`config.mk`:
```
export PLATFORM = sky130hd
export DESIGN_NAME = dir_sched
export DESIGN_NICKNAME = d
export VERILOG_FILES = /design/src/rtl/dir_sched_pkg.sv /design/src/rtl/dir_sched_fifo.sv /design/src/rtl/dir_sched.sv
export SDC_FILE = /design/constraint.sdc
export NUM_CORES = 1
export LEC_CHECK = 0
export ABC_AREA = 0
export CAP_MARGIN = 25
export CELL_PAD_IN_SITES_DETAIL_PLACEMENT = 1
export CELL_PAD_IN_SITES_GLOBAL_PLACEMENT = 2
export CORE_MARGIN = 2
export CORE_UTILIZATION = 41
export DETAILED_ROUTE_END_ITERATION = 7
export PLACE_DENSITY = 0.95
export SYNTH_ARGS = -nofsm -noshare
export SYNTH_HDL_FRONTEND = slang
export SYNTH_HIERARCHICAL = 1
export SYNTH_SLANG_ARGS = --single-unit
```
`constraint.sdc`:
```
create_clock -name clk -period 4.83 [get_ports clk]
set_input_delay 0.483 -clock clk [delete_from_list [all_inputs] [get_ports clk]]
set_output_delay 0.483 -clock clk [all_outputs]
set_load 0.1 [all_outputs]
```
`src/rtl/dir_sched_pkg.sv`:
```
// Shared direction codes, scheduler states and direction helpers for the snake-game scheduler.
package dir_sched_pkg;

   localparam logic [1:0] DIR_UP    = 2'b00;
   localparam logic [1:0] DIR_DOWN  = 2'b01;
   localparam logic [1:0] DIR_LEFT  = 2'b10;
   localparam logic [1:0] DIR_RIGHT = 2'b11;

   typedef enum logic [1:0] {
      ST_IDLE  = 2'b00,
      ST_RUN   = 2'b01,
      ST_PAUSE = 2'b10
   } state_e;

   // Opposite directions share bit 1 and differ only in bit 0.
   function automatic logic dir_opposite(input logic [1:0] a, input logic [1:0] b);
      return (a[1] == b[1]) && (a[0] != b[0]);
   endfunction

   function automatic logic [1:0] key_code(input logic [3:0] k);
      logic [1:0] code;
      case (k)
         4'b0010: code = DIR_DOWN;
         4'b0100: code = DIR_LEFT;
         4'b1000: code = DIR_RIGHT;
         default: code = DIR_UP;
      endcase
      return code;
   endfunction

endpackage

```
`src/rtl/dir_sched_fifo.sv`:
```
// Synchronous DEPTH x 2 direction queue exposing both head and most recently written (tail) entry.
module dir_sched_fifo #(
   parameter int unsigned DEPTH = 4
) (
   input  logic                     clk_i,
   input  logic                     rst_i,
   input  logic                     flush_i,
   input  logic                     push_i,
   input  logic                     pop_i,
   input  logic [1:0]               data_i,
   output logic [1:0]               head_o,
   output logic [1:0]               tail_o,
   output logic [$clog2(DEPTH):0]   count_o
);

   localparam int unsigned AW = $clog2(DEPTH);
   localparam logic [AW:0] FULL = (AW+1)'(DEPTH);

   logic [1:0]    mem_q [DEPTH];
   logic [AW-1:0] rd_ptr_q;
   logic [AW-1:0] wr_ptr_q;
   logic [AW:0]   count_q;
   logic          do_push;
   logic          do_pop;

   always_comb begin
      do_pop  = pop_i && (count_q != '0);
      do_push = push_i && ((count_q != FULL) || do_pop);
   end

   always_ff @(posedge clk_i) begin
      if (do_push) mem_q[wr_ptr_q] <= data_i;
   end

   always_ff @(posedge clk_i) begin
      if (rst_i || flush_i) begin
         rd_ptr_q <= '0;
         wr_ptr_q <= '0;
         count_q  <= '0;
      end else begin
         if (do_push) wr_ptr_q <= wr_ptr_q + AW'(1);
         if (do_pop)  rd_ptr_q <= rd_ptr_q + AW'(1);
         case ({do_push, do_pop})
            2'b10:   count_q <= count_q + (AW+1)'(1);
            2'b01:   count_q <= count_q - (AW+1)'(1);
            default: count_q <= count_q;
         endcase
      end
   end

   assign head_o  = mem_q[rd_ptr_q];
   assign tail_o  = mem_q[wr_ptr_q - AW'(1)];
   assign count_o = count_q;

endmodule

```
`src/rtl/dir_sched.sv`:
```
// Direction scheduler: key edge detection, queued direction changes and periodic move strobe.
module dir_sched
   import dir_sched_pkg::*;
#(
   parameter int unsigned DEPTH    = 4,
   parameter int unsigned STEP_DIV = 12500000,
   parameter int unsigned CNT_W    = 24
) (
   input  logic                   clk,
   input  logic                   rst,
   input  logic [3:0]             keys,
   input  logic                   pause_key,
   input  logic                   halt,
   output logic                   step,
   output logic [1:0]             dir,
   output logic                   running,
   output logic [$clog2(DEPTH):0] q_cnt
);

   localparam int unsigned QW = $clog2(DEPTH) + 1;
   localparam logic [QW-1:0]    FULL = QW'(DEPTH);
   localparam logic [CNT_W-1:0] LAST = CNT_W'(STEP_DIV - 1);

   state_e           state_q, state_d;
   logic [CNT_W-1:0] cnt_q, cnt_d;
   logic [1:0]       dir_q, dir_d;
   logic             step_q, step_d;
   logic             running_q;
   logic [3:0]       keys_q;
   logic             pause_q;

   logic [3:0]       rise;
   logic             key_ev, pause_ev, wrap;
   logic [1:0]       key_dir, ref_dir, head, tail;
   logic             push, pop;
   logic [QW-1:0]    fifo_cnt;

   dir_sched_fifo #(.DEPTH(DEPTH)) u_fifo (
      .clk_i   (clk),
      .rst_i   (rst),
      .flush_i (halt),
      .push_i  (push),
      .pop_i   (pop),
      .data_i  (key_dir),
      .head_o  (head),
      .tail_o  (tail),
      .count_o (fifo_cnt)
   );

   always_comb begin
      rise     = keys & ~keys_q;
      key_ev   = (rise != '0) && ((rise & (rise - 4'd1)) == '0);
      key_dir  = key_code(rise);
      pause_ev = pause_key & ~pause_q;
      wrap     = (state_q == ST_RUN) && (cnt_q == LAST);
      // Reference is the last direction that will be in effect: queue tail, else current dir.
      ref_dir  = (fifo_cnt != '0) ? tail : dir_q;
      pop      = !halt && wrap && (fifo_cnt != '0);
      push     = !halt && (state_q == ST_RUN) && key_ev
                 && (key_dir != ref_dir) && !dir_opposite(key_dir, ref_dir)
                 && ((fifo_cnt != FULL) || pop);
   end

   always_comb begin
      state_d = state_q;
      cnt_d   = cnt_q;
      dir_d   = dir_q;
      step_d  = 1'b0;
      if (halt) begin
         state_d = ST_IDLE;
         cnt_d   = '0;
      end else begin
         case (state_q)
            ST_IDLE: begin
               cnt_d = '0;
               if (key_ev) begin
                  dir_d   = key_dir;
                  state_d = ST_RUN;
               end
            end
            ST_RUN: begin
               cnt_d  = wrap ? '0 : cnt_q + CNT_W'(1);
               step_d = wrap;
               if (pop)      dir_d   = head;
               if (pause_ev) state_d = ST_PAUSE;
            end
            ST_PAUSE: begin
               if (pause_ev) state_d = ST_RUN;
            end
            default: state_d = ST_IDLE;
         endcase
      end
   end

   always_ff @(posedge clk) begin
      if (rst) begin
         state_q   <= ST_IDLE;
         cnt_q     <= '0;
         dir_q     <= DIR_UP;
         step_q    <= 1'b0;
         running_q <= 1'b0;
         keys_q    <= '1;
         pause_q   <= 1'b1;
      end else begin
         state_q   <= state_d;
         cnt_q     <= cnt_d;
         dir_q     <= dir_d;
         step_q    <= step_d;
         running_q <= (state_d == ST_RUN);
         keys_q    <= keys;
         pause_q   <= pause_key;
      end
   end

   assign step    = step_q;
   assign dir     = dir_q;
   assign running = running_q;
   assign q_cnt   = fifo_cnt;

endmodule

```
## Word level (Yosys, flattened, before mapping)

Memories as Yosys holds them, arrays and structs flattened. A register that Yosys moved wholly into a read port is not among the register bits.
Index checks and enable logic that the tools add are counted.

- Shifts and indexed selects: 0
- Add/sub/neg operators: 7
- Multiply operators: 0
- Equality and inequality tests: 15
- Bitwise logic cells: 7
- Divide/modulo/power cells: 0
- Reduce and logical (&&, ||, !) cells: 26
- Order comparisons: 0
- Multiplexer cells: 17

Operators with widths:

| operator | number |
|---|---|
| 24-bit one-hot mux with 2 select lines | 1 |
| 24-bit by 1-bit adder with 24-bit output, second input constant | 1 |
| 24-bit equality test, second input constant | 1 |
| 24-bit two-way mux | 1 |
| 2-bit two-way mux | 9 |
| 1-bit logical AND | 12 |
| 2-bit one-hot mux with 3 select lines | 2 |
| 4-bit bitwise AND | 2 |
| 2-bit by 1-bit equality test with 1-bit output, second input constant | 3 |
| 3-bit one-hot mux with 2 select lines | 1 |
| 2-bit by 1-bit adder with 2-bit output, second input constant | 2 |
| 2-bit equality test, second input constant | 2 |
| 4-bit by 2-bit equality test with 1-bit output, second input constant | 1 |
| 4-bit by 3-bit equality test with 1-bit output, second input constant | 1 |
| 4-bit equality test, second input constant | 1 |
| 4-bit zero test | 1 |
| 4-bit NOT | 1 |
| 2-bit one-hot mux with 2 select lines | 1 |
| 4-bit AND reduction | 1 |
| 2-bit nonzero test | 2 |
| 4-bit nonzero test | 1 |
| 4-bit by 1-bit subtractor with 4-bit output, second input constant | 1 |
| 3-bit by 1-bit adder with 3-bit output, second input constant | 1 |
| 1-bit logical OR | 3 |
| other kinds (16) | 20 |

- Output and inout port bits: 7
- Bits in writable memories: 8
- Register bits after elaboration: 42
- Logic and storage cells: 83
- ROM bits: 0
- Latch bits: 0
- Input bits: 8
- Memories: 1

Memories:

| memory | words | width | rd ports | clocked after memory_dff | wr ports | line | RTL |
|---|---|---|---|---|---|---|---|
| u_fifo.mem_q | 4 | 2 | 2 | 1 | 1 | dir_sched_fifo.sv:19 | `logic [1:0] mem_q [DEPTH];` |

## Longest topological paths before layout

- Depth after elaboration: 13
- Mapped depth: 15
- Gate-level depth less buffers: 15

## Hierarchy

The synthesis kept the hierarchy.

By module, submodules not included:

| module | instances | area each (um2) | cells each | seq. area each (um2) |
|---|---|---|---|---|
| dir_sched | 1 | 2001.9 | 243 | 700.7 |
| dir_sched_fifo | 1 | 812.0 | 64 | 420.4 |

## Worst setup path after synthesis

No wires, ideal clock.

- Path kind: register to register
- Start: reg u_fifo.count_q[1] (netlist: u_fifo/count_o[1])
- End: reg u_fifo.count_q[2] (netlist: u_fifo/count_o[2])
- Required time: 4760 ps
- Library setup time: 70 ps
- Period minus slack after synthesis: 3304 ps
- Data arrival time: 3234 ps
- Cell stages (with the launch flop): 14
- Path slack: 1526 ps
- Path buffers: 1
- Path through: dfxtp_1 nor3_1 nand3b_1 nor3_1 or4b_1 buf_2 and2_4 inv_2 ha_1 inv_1 fa_1 xor2_1 or3_1 a21oi_1

- Elaborated cells on any way between the ends: 22
- Classes of those cells: add/sub: 2; eq/ne: 6; mux: 2; reduce/logical: 12

RTL lines:

| item | line | RTL |
|---|---|---|
| from (decl) | dir_sched_fifo.sv:22 | `logic [AW:0] count_q;` |
| from (signal assigned) | dir_sched_fifo.sv:44 | `2'b10: count_q <= count_q + (AW+1)'(1);` |
| from (signal assigned) | dir_sched_fifo.sv:45 | `2'b01: count_q <= count_q - (AW+1)'(1);` |
| from (signal assigned) | dir_sched_fifo.sv:46 | `default: count_q <= count_q;` |
| 3-bit nonzero test * | dir_sched.sv:58 | `pop = !halt && wrap && (fifo_cnt != '0);` |
| 1-bit logical AND * | dir_sched.sv:58 |  |
| named net pop | dir_sched.sv:35 | `logic push, pop;` |
| 1-bit logical OR / 1-bit logical AND (equally long branches) | dir_sched.sv:61, dir_sched_fifo.sv:27 |  |
| 1-bit logical AND / 1-bit logical OR (equally long branches) | dir_sched.sv:61, dir_sched_fifo.sv:28 |  |
| 1-bit logical AND | dir_sched_fifo.sv:28 | `do_push = push_i && ((count_q != FULL) \|\| do_pop);` |
| 2-bit by 1-bit equality test with 1-bit output / 2-bit equality test (equally long branches) | dir_sched_fifo.sv:43 | `case ({do_push, do_pop})` |
| 3-bit one-hot mux with 2 select lines / 2-bit nonzero test (equally long branches) | - |  |

The timed path passes the listed nets; every way through them passes the cells marked *.
A chain may end at the register's enable or synchronous reset.

## Final worst setup path

- Start: reg state_q[1]
- End: reg u_fifo.count_q[2] (netlist: u_fifo/count_o[2])

- Cells in the longest elaborated chain, start to end: 9
- Elaborated cells on any way between the ends: 17
- Classes of those cells: eq/ne: 3; mux: 1; reduce/logical: 13

RTL lines:

| item | line | RTL |
|---|---|---|
| from (decl) | dir_sched.sv:24 | `state_e state_q, state_d;` |
| from (signal assigned) | dir_sched.sv:105 | `state_q <= state_d;` |
| 2-bit by 1-bit equality test with 1-bit output * | dir_sched.sv:55 | `wrap = (state_q == ST_RUN) && (cnt_q == LAST);` |
| 1-bit logical AND * | dir_sched.sv:55 |  |
| 1-bit logical AND * (2 in a row) | dir_sched.sv:58 |  |
| named net pop | dir_sched.sv:35 |  |
| 1-bit logical OR / 1-bit logical AND (equally long branches) | dir_sched.sv:61, dir_sched_fifo.sv:27 |  |
| 1-bit logical AND / 1-bit logical OR (equally long branches) | dir_sched.sv:61, dir_sched_fifo.sv:28 |  |
| 1-bit logical AND | dir_sched_fifo.sv:28 |  |
| 2-bit by 1-bit equality test with 1-bit output / 2-bit equality test (equally long branches) | dir_sched_fifo.sv:43 |  |
| 3-bit one-hot mux with 2 select lines / 2-bit nonzero test (equally long branches) | - |  |

Marks and branches as above.

==> results.sh <==
export IMPL_outcome="finished clean"
export IMPL_powerDensity_nw_per_um2=248
export IMPL_reg2reg_depth=11
export IMPL_cell_internal_pwr_mw=0.571
export IMPL_r2r_setup_slack_ps=1390
export IMPL_worstHoldPathCells=1
export IMPL_final_layout_size_suffix_gt1_share_pct=9.55
export IMPL_cap_violations=0
export IMPL_hold_class="flop to flop"
export IMPL_numCtsBuffers=5
export IMPL_coreArea_um2=6680
export IMPL_num_rows=30
export IMPL_gp_congestion=0.807
export IMPL_die_w_um=86.5
export IMPL_cts_root_buffer="clkbuf_8"
export IMPL_drt_initial_drc_count=73
export IMPL_final_cell_mix="dfxtp_1 (44), a21oi_1 (23), nand2_1 (22)"
export IMPL_p_switching_mw=0.192
export IMPL_power_leakage_nw=0.991
export IMPL_first_global_vias=2314
export IMPL_min_period_ps=3440
export IMPL_layout_nets=328
export IMPL_worst_slew_pin_slew_ps=975
export IMPL_postCtsSetupBuffers=0
export IMPL_ioPinCount=15
export IMPL_clockBufferDepth=2
export IMPL_switching_share_pct=25.1
export IMPL_rsz0062_at_grt="false"
export IMPL_min_to="cnt_q[19]$_SDFFE_PP0P_"
export IMPL_layout_setup_ws_ps=1390
export IMPL_clk_latency_ps=310
export IMPL_wirelength_um=6590
export IMPL_viasPerCell=5.86
export IMPL_dp_slack_ps=1420
export IMPL_drc=0
export IMPL_max_freq_ghz=0.291
export IMPL_cts_htree_levels=2
export IMPL_dp_hpwl_um=4780
export IMPL_hold_viol_final=0
export IMPL_cts_hold_buf=0
export IMPL_synthCells=306
export IMPL_overflow=0
export IMPL_syn_area_um2=2790
export IMPL_cp_end_kind="flop"
export IMPL_track_usage_pct=18.7
export IMPL_r2r_end="u_fifo/count_o[2]$_SDFFE_PP0P_"
export IMPL_synth_area_per_cell_um2=9.12
export IMPL_ir_drop_mv=0.101
export IMPL_post_drt_wl_per_cell_um=16.7
export IMPL_cts_tree="yes"
export IMPL_p_seq_share_pct=58.5
export IMPL_syn_nets=321
export IMPL_hp_start="cnt_q[19]$_SDFFE_PP0P_"
export IMPL_crit_type="flop to flop"
export IMPL_fin_skew_ps=8.29
export IMPL_cp_arrival_ps=3680
export IMPL_area_growth_synth_to_final_pct=10.1
export IMPL_post_route_util_pct=46.0
export IMPL_clkTransAtPathRegs_ps=110
export IMPL_antenna_found_initial=0
export IMPL_power_frac_comb_pct=7.3
export IMPL_port_buffers=14
export IMPL_cts_resized=0
export IMPL_clock_power_share_pct=34.1
export IMPL_grt_first_pass_wirelength_um=11100
export IMPL_crit_path_start_kind="flop"
export IMPL_fin_tns_setup_ps=0
export IMPL_antenna_left=0
export IMPL_numClockSinks=52
export IMPL_grt_max_degree=28
export IMPL_r2r_start="state_q[1]$_SDFF_PP0_"
export IMPL_fill_cells=773
export IMPL_initial_core_util_pct=41.8
export IMPL_firstDrtPassIters=4
export IMPL_dieArea_um2=7480
export IMPL_crit_fanout=16
export IMPL_fp_dieH_um=86.5
export IMPL_cp_required_ps=5080
export IMPL_vias=2309
export IMPL_yosysWarnings=6
export IMPL_num_antenna_cells=0
export IMPL_period_share_pct=71.2
export IMPL_setup_viol=0
export IMPL_final_common_cell="dfxtp_1"
export IMPL_drv_slew=0
export IMPL_max_slew_margin_pct=34.8
==> worst max path at each step <==
stage	startpoint	to	slack (ps)	cells past startpoint
finish	state_q[1]$_SDFF_PP0_	u_fifo/count_o[2]$_SDFFE_PP0P_	1390	11
global route	cnt_q[0]$_SDFFE_PP0P_	u_fifo/count_o[2]$_SDFFE_PP0P_	1160	14
CTS	state_q[1]$_SDFF_PP0_	u_fifo/count_o[2]$_SDFFE_PP0P_	1380	11
detailed placement	state_q[1]$_SDFF_PP0_	u_fifo/count_o[2]$_SDFFE_PP0P_	1420	11
global placement	state_q[1]$_SDFF_PP0_	u_fifo/count_o[2]$_SDFFE_PP0P_	1530	11
floorplan	u_fifo/count_o[1]$_SDFFE_PP0P_	u_fifo/count_o[2]$_SDFFE_PP0P_	1530	13
==> per-layer routing <==
metal	track usage (%)	vias to the layer above	wire, um
met1	25.4	1127	3310
met3	3.33	4	171
met4	5.68	0	55
met5	0	-	0
met2	30.4	31	3050
li1	-	1147	-
==> cell type report <==
class | count | area [um^2] | area share [%]
sequential | 52 | 1120 | 36.5
multi-input combinational | 227 | 1570 | 50.9
inverter | 12 | 45.0 | 1.47
timing repair buffer | 15 | 148 | 4.80
tap | 80 | 100 | 3.26
clock inverter | 3 | 25.0 | 0.814
clock buffer | 5 | 68.8 | 2.24
==> power groups by stage <==
stage | Combinational (mW) | Sequential, mW | Clock (mW)
after floorplan | 0.0314 | 0.463 | 0
after global placement | 0.0544 | 0.456 | 0
after detailed placement | 0.0556 | 0.456 | 0
after CTS | 0.0561 | 0.446 | 0.274
after global routing | 0.0611 | 0.447 | 0.295
final | 0.0560 | 0.446 | 0.260
==> flip-flops by register name, indices dropped and copies added, names as in the netlist, named ones only <==
signal           flops
cnt_q               24
dir                  2
keys_q               4
pause_q              1
running              1
state_q              2
step                 1
u_fifo/count_o       3
u_fifo/mem_q         8
u_fifo/rd_ptr_q      2
u_fifo/wr_ptr_q      2
==> critical path: stages (launching register included) <==
cell and delay, ps:
dfxtp_1 670, nand2b_1 440, nor3_1 150, or4b_1 610
and2_4 230, inv_2 40, ha_1 180, inv_1 70
fa_1 380, xor2_1 160, or3_1 300, a21oi_1 140
==> stage by stage <==
step           std cells  power (mW)  cell area (um^2)  hold WS, ps
5_1_grt              394       0.803              3070          521
6_report             394       0.762              3070          504
3_5_place_dp         386       0.512              2980          500
2_1_floorplan        306       0.494              2790          453
3_3_place_gp         386       0.511              2980          481
4_1_cts              394       0.776              3070          514
Power figures use the tool's default switching activity.
